--- src/rtl/per2axi_txn_tracker_pkg.sv ---
// Shared types for the per2axi transaction tracker: request type encoding,
// per-ID slot state and the mapping from an accepted request to its wait state.
package per2axi_pkg;

   typedef enum logic [1:0] {
      READ  = 2'd0,
      WRITE = 2'd1,
      ATOP  = 2'd2
   } txn_type_t;

   typedef enum logic [1:0] {
      IDLE    = 2'd0,
      WAIT_R  = 2'd1,
      WAIT_B  = 2'd2,
      WAIT_RB = 2'd3
   } slot_state_e;

   // The unnamed encoding 2'b11 falls into the default arm and waits like a WRITE.
   function automatic slot_state_e accept_state(logic [1:0] req_type);
      case (txn_type_t'(req_type))
         READ:    return WAIT_R;
         ATOP:    return WAIT_RB;
         default: return WAIT_B;
      endcase
   endfunction

endpackage

--- src/rtl/per2axi_txn_tracker_if.sv ---
// Request channel plus R/B response handshakes observed by the tracker.
interface per2axi_txn_tracker_if #(
   parameter int AXI_ID_WIDTH = 3
);
   logic                    req_valid;
   logic [AXI_ID_WIDTH-1:0] req_id;
   logic [1:0]              req_type;
   logic                    req_ready;
   logic                    r_hs;
   logic [AXI_ID_WIDTH-1:0] r_id;
   logic                    r_last;
   logic                    b_hs;
   logic [AXI_ID_WIDTH-1:0] b_id;

   modport master (
      output req_valid, req_id, req_type, r_hs, r_id, r_last, b_hs, b_id,
      input  req_ready
   );

   modport slave (
      input  req_valid, req_id, req_type, r_hs, r_id, r_last, b_hs, b_id,
      output req_ready
   );
endinterface

--- src/rtl/per2axi_txn_slot.sv ---
// One tracked AXI ID: outstanding-state FSM plus an optional watchdog,
// compiled in when PER2AXI_TIMEOUT_EN is defined.
module per2axi_txn_slot
   import per2axi_pkg::*;
#(
   parameter int unsigned TIMEOUT_CYCLES = 1024
) (
   input  logic        clk_i,
   input  logic        rst_ni,
   input  logic        accept_i,
   input  logic [1:0]  req_type_i,
   input  logic        r_last_i,
   input  logic        b_i,
   output slot_state_e state_o,
   output logic        timeout_o
);

   slot_state_e state_q, state_d;

   if (TIMEOUT_CYCLES < 1) begin : g_timeout_check
      $error("TIMEOUT_CYCLES must be at least 1");
   end

   // NOTE: every output of a combinational block gets a default first, so no
   // path through the case can leave it unassigned and infer a latch.
   always_comb begin
      state_d = state_q;
      unique case (state_q)
         IDLE:    if (accept_i) state_d = accept_state(req_type_i);
         WAIT_R:  if (r_last_i) state_d = IDLE;
         WAIT_B:  if (b_i)      state_d = IDLE;
         WAIT_RB: begin
            if (r_last_i && b_i) state_d = IDLE;
            else if (r_last_i)   state_d = WAIT_B;
            else if (b_i)        state_d = WAIT_R;
         end
      endcase
   end

   // NOTE: state registers use non-blocking assignments so every flop samples
   // the pre-edge values regardless of process evaluation order.
   always_ff @(posedge clk_i or negedge rst_ni) begin
      if (!rst_ni) state_q <= IDLE;
      else         state_q <= state_d;
   end

   assign state_o = state_q;

`ifdef PER2AXI_TIMEOUT_EN
   localparam int CNT_W = $clog2(TIMEOUT_CYCLES + 1);
   localparam logic [CNT_W-1:0] CNT_MAX = CNT_W'(TIMEOUT_CYCLES);

   logic [CNT_W-1:0] cnt_q, cnt_d;

   // Idle slots sit at zero so a stale expiry never outlives the transaction.
   always_comb begin
      cnt_d = cnt_q;
      if (accept_i || state_q == IDLE) cnt_d = '0;
      else if (cnt_q != CNT_MAX)       cnt_d = cnt_q + 1'b1;
   end

   always_ff @(posedge clk_i or negedge rst_ni) begin
      if (!rst_ni) cnt_q <= '0;
      else         cnt_q <= cnt_d;
   end

   assign timeout_o = (state_q != IDLE) && (cnt_q == CNT_MAX);
`else
   assign timeout_o = 1'b0;
`endif

endmodule

--- src/rtl/per2axi_txn_tracker.sv ---
// Per-core AXI transaction tracker: ready mux, response routing, unexpected
// response detection and busy popcount. Watchdog enabled by PER2AXI_TIMEOUT_EN.
module per2axi_txn_tracker
   import per2axi_pkg::*;
#(
   parameter int          NB_CORES       = 4,
   parameter int          AXI_ID_WIDTH   = 3,
   parameter int unsigned TIMEOUT_CYCLES = 1024
) (
   input  logic                              clk_i,
   input  logic                              rst_ni,
   per2axi_txn_tracker_if.slave              bus,
   output logic [NB_CORES-1:0]               busy_o,
   output logic [$clog2(NB_CORES+1)-1:0]     outstanding_o,
   output logic                              all_idle_o,
   output logic                              unexp_resp_o,
   output logic [NB_CORES-1:0]               timeout_o
);

   localparam int OW = $clog2(NB_CORES + 1);

   if (NB_CORES < 1 || NB_CORES > (1 << AXI_ID_WIDTH)) begin : g_cores_check
      $error("NB_CORES must be in 1..2**AXI_ID_WIDTH");
   end

   slot_state_e         state [NB_CORES];
   logic [NB_CORES-1:0] accept, r_last_sel, b_sel;
   logic                r_known, b_known, unexp_d, unexp_q;

   // IDs outside 0..NB_CORES-1 match no slot: never ready, always unexpected.
   always_comb begin
      bus.req_ready = 1'b0;
      accept        = '0;
      r_last_sel    = '0;
      b_sel         = '0;
      r_known       = 1'b0;
      b_known       = 1'b0;
      unexp_d       = 1'b0;
      for (int i = 0; i < NB_CORES; i++) begin
         if (bus.req_id == AXI_ID_WIDTH'(i) && state[i] == IDLE) begin
            bus.req_ready = 1'b1;
            accept[i]     = bus.req_valid;
         end
         if (bus.r_id == AXI_ID_WIDTH'(i)) begin
            r_known       = 1'b1;
            r_last_sel[i] = bus.r_hs && bus.r_last;
            if (bus.r_hs && (state[i] == IDLE || state[i] == WAIT_B)) unexp_d = 1'b1;
         end
         if (bus.b_id == AXI_ID_WIDTH'(i)) begin
            b_known  = 1'b1;
            b_sel[i] = bus.b_hs;
            if (bus.b_hs && (state[i] == IDLE || state[i] == WAIT_R)) unexp_d = 1'b1;
         end
      end
      if (bus.r_hs && !r_known) unexp_d = 1'b1;
      if (bus.b_hs && !b_known) unexp_d = 1'b1;
   end

   for (genvar i = 0; i < NB_CORES; i++) begin : g_slot
      per2axi_txn_slot #(
         .TIMEOUT_CYCLES (TIMEOUT_CYCLES)
      ) u_slot (
         .clk_i      (clk_i),
         .rst_ni     (rst_ni),
         .accept_i   (accept[i]),
         .req_type_i (bus.req_type),
         .r_last_i   (r_last_sel[i]),
         .b_i        (b_sel[i]),
         .state_o    (state[i]),
         .timeout_o  (timeout_o[i])
      );
      assign busy_o[i] = (state[i] != IDLE);
   end

   always_comb begin
      outstanding_o = '0;
      for (int i = 0; i < NB_CORES; i++) outstanding_o = outstanding_o + OW'(busy_o[i]);
   end

   assign all_idle_o = (outstanding_o == '0);

   always_ff @(posedge clk_i or negedge rst_ni) begin
      if (!rst_ni) unexp_q <= 1'b0;
      else         unexp_q <= unexp_d;
   end

   assign unexp_resp_o = unexp_q;

endmodule

--- src/flat_wrapper.sv ---
// flat-port wrapper written by rule: the top's interface ports become plain ports
module per2axi_txn_tracker_flat import per2axi_pkg::*;
#(
   parameter int          NB_CORES       = 4,
   parameter int          AXI_ID_WIDTH   = 3,
   parameter int unsigned TIMEOUT_CYCLES = 1024
)
  (clk_i, rst_ni, busy_o, outstanding_o, all_idle_o, unexp_resp_o, timeout_o, bus_req_valid, bus_req_id, bus_req_type, bus_r_hs, bus_r_id, bus_r_last, bus_b_hs, bus_b_id, bus_req_ready);
  per2axi_txn_tracker_if #(.AXI_ID_WIDTH(AXI_ID_WIDTH)) bus_i ();
  input  logic clk_i;
  input  logic rst_ni;
  output logic [NB_CORES-1:0] busy_o;
  output logic [$clog2(NB_CORES+1)-1:0] outstanding_o;
  output logic all_idle_o;
  output logic unexp_resp_o;
  output logic [NB_CORES-1:0] timeout_o;
  input wire logic [$bits(bus_i.req_valid)-1:0] bus_req_valid;
  input wire logic [$bits(bus_i.req_id)-1:0] bus_req_id;
  input wire logic [$bits(bus_i.req_type)-1:0] bus_req_type;
  input wire logic [$bits(bus_i.r_hs)-1:0] bus_r_hs;
  input wire logic [$bits(bus_i.r_id)-1:0] bus_r_id;
  input wire logic [$bits(bus_i.r_last)-1:0] bus_r_last;
  input wire logic [$bits(bus_i.b_hs)-1:0] bus_b_hs;
  input wire logic [$bits(bus_i.b_id)-1:0] bus_b_id;
  output wire logic [$bits(bus_i.req_ready)-1:0] bus_req_ready;
  assign bus_i.req_valid = bus_req_valid;
  assign bus_i.req_id = bus_req_id;
  assign bus_i.req_type = bus_req_type;
  assign bus_i.r_hs = bus_r_hs;
  assign bus_i.r_id = bus_r_id;
  assign bus_i.r_last = bus_r_last;
  assign bus_i.b_hs = bus_b_hs;
  assign bus_i.b_id = bus_b_id;
  assign bus_req_ready = bus_i.req_ready;
  per2axi_txn_tracker #(.NB_CORES(NB_CORES), .AXI_ID_WIDTH(AXI_ID_WIDTH), .TIMEOUT_CYCLES(TIMEOUT_CYCLES)) u_core (.clk_i(clk_i), .rst_ni(rst_ni), .bus(bus_i), .busy_o(busy_o), .outstanding_o(outstanding_o), .all_idle_o(all_idle_o), .unexp_resp_o(unexp_resp_o), .timeout_o(timeout_o));
endmodule
--- config.mk ---
export PLATFORM = sky130hd
export DESIGN_NAME = per2axi_txn_tracker_flat
export DESIGN_NICKNAME = d
export VERILOG_FILES = /design/src/rtl/per2axi_txn_tracker_pkg.sv /design/src/rtl/per2axi_txn_tracker_if.sv /design/src/rtl/per2axi_txn_slot.sv /design/src/rtl/per2axi_txn_tracker.sv /design/src/flat_wrapper.sv
export SDC_FILE = /design/constraint.sdc
export NUM_CORES = 1
export LEC_CHECK = 0
export CORE_MARGIN = 2
export CORE_UTILIZATION = 39
export CTS_BUF_LIST = sky130_fd_sc_hd__clkbuf_16
export CTS_CLUSTER_DIAMETER = 80
export CTS_CLUSTER_SIZE = 16
export DETAILED_ROUTE_END_ITERATION = 16
export GPL_ROUTABILITY_DRIVEN = 0
export MAX_ROUTING_LAYER = met4
export PLACE_DENSITY = 0.77
export SETUP_SLACK_MARGIN = 0.1
export SLEW_MARGIN = 10
export SYNTH_ARGS = -nofsm -noshare
export SYNTH_HDL_FRONTEND = slang
export SYNTH_SLANG_ARGS = --single-unit
export TNS_END_PERCENT = 1
--- constraint.sdc ---
create_clock -name clk_i -period 2.4 [get_ports clk_i]
set_input_delay 0.48 -clock clk_i [delete_from_list [all_inputs] [get_ports clk_i]]
set_output_delay 0.48 -clock clk_i [all_outputs]
set_load 0.02 [all_outputs]
==> impl_metrics.csv <==
group,metric,value,unit
critical_path,start_kind,"flop",
power,power_density,1500,nW/um^2
critical_path,r2r-end,"u_core.g_slot[3].u_slot.state_o[0]",
sta,period_minus_slack,2.44,ns
route,route.detailed.drc,0,
sta,finalCritPeriodShare,101,%
route,via_per_inst,5.41,
sta,hold_viol_final,0,
layout,antennaDiodeCount,0,
yosys,avgSynthCellArea,9.22,sq um
yosys,async_flop_share,100,%
sta,setup_ws,-0.0360,ns
yosys,ys.flop_type,"dfrtp_1",
yosys,synth_top_area_share,34.9,%
clock_tree,clk_latency,0.23,ns
yosys,synth_top_area_cell,"dfrtp_1",
yosys,syn_inst,70,
layout,multiInputGateArea,427,sq um
route,drtAntennaViolNets,0,
critical_path,reg2regPathDepth,4,
critical_path,r2r_start,"u_core.g_slot[3].u_slot.state_o[0]",
grt,grt_pass1_wl,3090,microns
die,io_pins,31,
layout,area_growth,72.1,%
grt,grt_use_met3,4.49,%
power,leakage,0.000478,uW
clock_tree,cts-root-buf,"clkbuf_16",
yosys,yosysSeqAreaShare,34.9,%
die,rows,14,
sta,rsz0062_at_grt,"yes",
placement,dp_slack,-0.282,ns
sta,fin_tns_setup,-0.0360,ns
critical_path,cpMostUsedCell,"ha_4",
layout,utilization,72.9,%
route,wl,1820,microns
clock_tree,tritoncts,"yes",
run,drv_cap,0,
critical_path,cpMaxStageDelayCell,"dfrtp_1",
grt,antenna_found_initial,0,
layout,register_area,225,sq um
critical_path,slowest_delay,0.37,ns
sta,drv_slew,0,
sta,fmax,411,MHz
power,fin_total_pwr,1670,uW
route,wl_per_cell,14.2,microns
grt,grt-ovfl-total,0,
placement,dp.final_hpwl,1500,microns
grt,grtUsageTotal,22.7,%
layout,final_nets,133,
die,initial_utilization,42.4,%
yosys,post-synth-top-count-cell,"dfrtp_1",
yosys,netlist_area,646,sq um
yosys,synth_edf_count,0,
yosys,ys_types,29,
placement,post_dp_cell_area,1040,sq um
yosys,netlist_top_cells_count,"dfrtp_1, inv_1, o21ai_0",
route,drt_iter0_markers,20,
clock_tree,clk_pin_slew,0.04,ns
power,peakVddDrop,0.744,mV
grt,grtUsageMet2,38.8,%
route,dr_total_vias,692,
die,die_h,44.7,microns
die,die_x,44.7,microns
yosys,ys_warn_count,0,
critical_path,rrSetupSlack,0.96,ns
critical_path,path_max_fanout,2,
clock_tree,cts_buffer_depth,2,
outcome,status,"finished, violations left",
grt,grt_max_degree,10,
grt,grt_most_used_layer,"met2",
critical_path,critPathKind,"flop to output pin",
sta,fin_skew,0.00161,ns
die,fp.dieArea,2000,sq um
outcome,violations,"setup timing",
layout,layout-drive-gt1-share,25.0,%
critical_path,required,1.92,ns
route,dr.pass1.iters,4,
critical_path,crit_path_end_kind,"output pin",
clock_tree,cts_htree_levels,1,
clock_tree,cts.sinks,9,
critical_path,worstPathCellList,"or2_4 > ha_4 > fa_2 > ha_4 > nor3_4 > buf_6",
grt,use_met1,24.0,%
placement,portBuffers,26,
die,core,1520,sq um
critical_path,cp.arrival,1.96,ns
yosys,synth_area_leaders,"dfrtp_1, mux2i_1, buf_4, ha_1, nand2b_1",
grt,grt_pass1_vias,718,
layout,fin_area,1110,sq um
clock_tree,numCtsBuffers,3,
yosys,ys_ff_latch,9,
layout,fillers,118,
sta,setup_violations,1,
min_path,holdCritPathClass,"primary input to asynchronous set/reset pin",
==> worst max-delay path by stage <==
stage / from / endpoint / cells after the start
finish: u_core.g_slot[1].u_slot.state_o[0] / all_idle_o / 6
global route: u_core.g_slot[1].u_slot.state_o[0] / all_idle_o / 6
CTS: u_core.g_slot[1].u_slot.state_o[0] / all_idle_o / 6
detailed placement: u_core.g_slot[1].u_slot.state_o[0] / all_idle_o / 6
global placement: bus_req_id[1] / bus_req_ready / 4
floorplan: u_core.g_slot[1].u_slot.state_o[0] / all_idle_o / 5
==> layout by cell type (no fill, tap or decap), types with 2 or more instances in the layout <==
cell type	synthesis	routed
clkdlybuf4s50_1	0	21
nand3b_1	2	2
buf_2	0	3
or2_1	4	2
nor4_1	2	2
ha_4	0	2
o32a_1	2	2
dfrtp_1	9	9
o22ai_1	2	2
inv_1	5	6
or2_4	0	2
a31oi_1	3	3
mux2i_1	3	3
clkbuf_16	0	3
buf_4	4	14
nand2_1	2	2
o21ai_0	5	5
nor2_1	4	4
nand2b_1	4	4
nor3_1	4	3
conb_1	1	4
==> kinds of logic after synthesis <==
| logic type | after synthesis | share of synthesized area [%] |
|---|---|---|
| compound gates | 17 | 17.2 |
| fa+ha+maj | 3 | 6.98 |
| buf+inv | 9 | 7.56 |
| flops | 9 | 34.9 |
| mux | 4 | 8.14 |
| other cells | 1 | 0.581 |
| simple gates | 27 | 24.6 |
==> layer usage <==
metal  up-vias  share of wire (%)
li1        339                  -
met1       325                 43
met2        26                 50
met3         2                6.3
met4         0               0.38
met5         -                  0
==> state kept, by name, summed over array words and instances (netlist names) <==
register and cells:
u_core.g_slot.u_slot.state_o 8, u_core.unexp_resp_o 1
==> where the power goes <==
group / leakage [uW] / switching, uW / internal [uW] / total, uW
sequential: 0.000108 / 38.2 / 216 / 254
combinational: 0.000328 / 547 / 578 / 1130
clock: 0.0000423 / 71.2 / 218 / 289
total: 0.000478 / 657 / 1010 / 1670
==> final cells by class <==
class                   instances  share of cell area, %
repair buffers                 39                   30.7
clock inverters                 1                  0.338
flip-flops and latches          9                   20.3
multi-input cells              55                   38.4
clock buffers                   3                   6.76
inverters                       5                   1.69
well taps                      16                   1.80
==> stage by stage <==
step	hold WS, ns	cells
floorplan	0.184	73
global placement	0.565	123
detailed placement	0.592	123
CTS	0.567	127
global route	0.599	128
finish	0.555	128
==> worst max-delay path: cells and delay by family, from the launching register on <==
kind | cells | cell delay [ns]
adder cells (fa/ha/maj) | 3 | 0.77
flip-flops | 1 | 0.37
AND/OR/NAND/NOR | 2 | 0.44
buffers and inverters | 1 | 0.13
==> timing repair <==
| item | in CTS | in global routing |
|---|---|---|
| setup buffers | 0 | 1 |
| hold buffers | 0 | 0 |
| pin swaps | 0 | 1 |
| setup endpoints to repair | 5 | 4 |
| gates resized for setup | 23 | 0 |
| endpoints found under the hold margin | 0 | 0 |
Power figures use the tool's default switching activity.
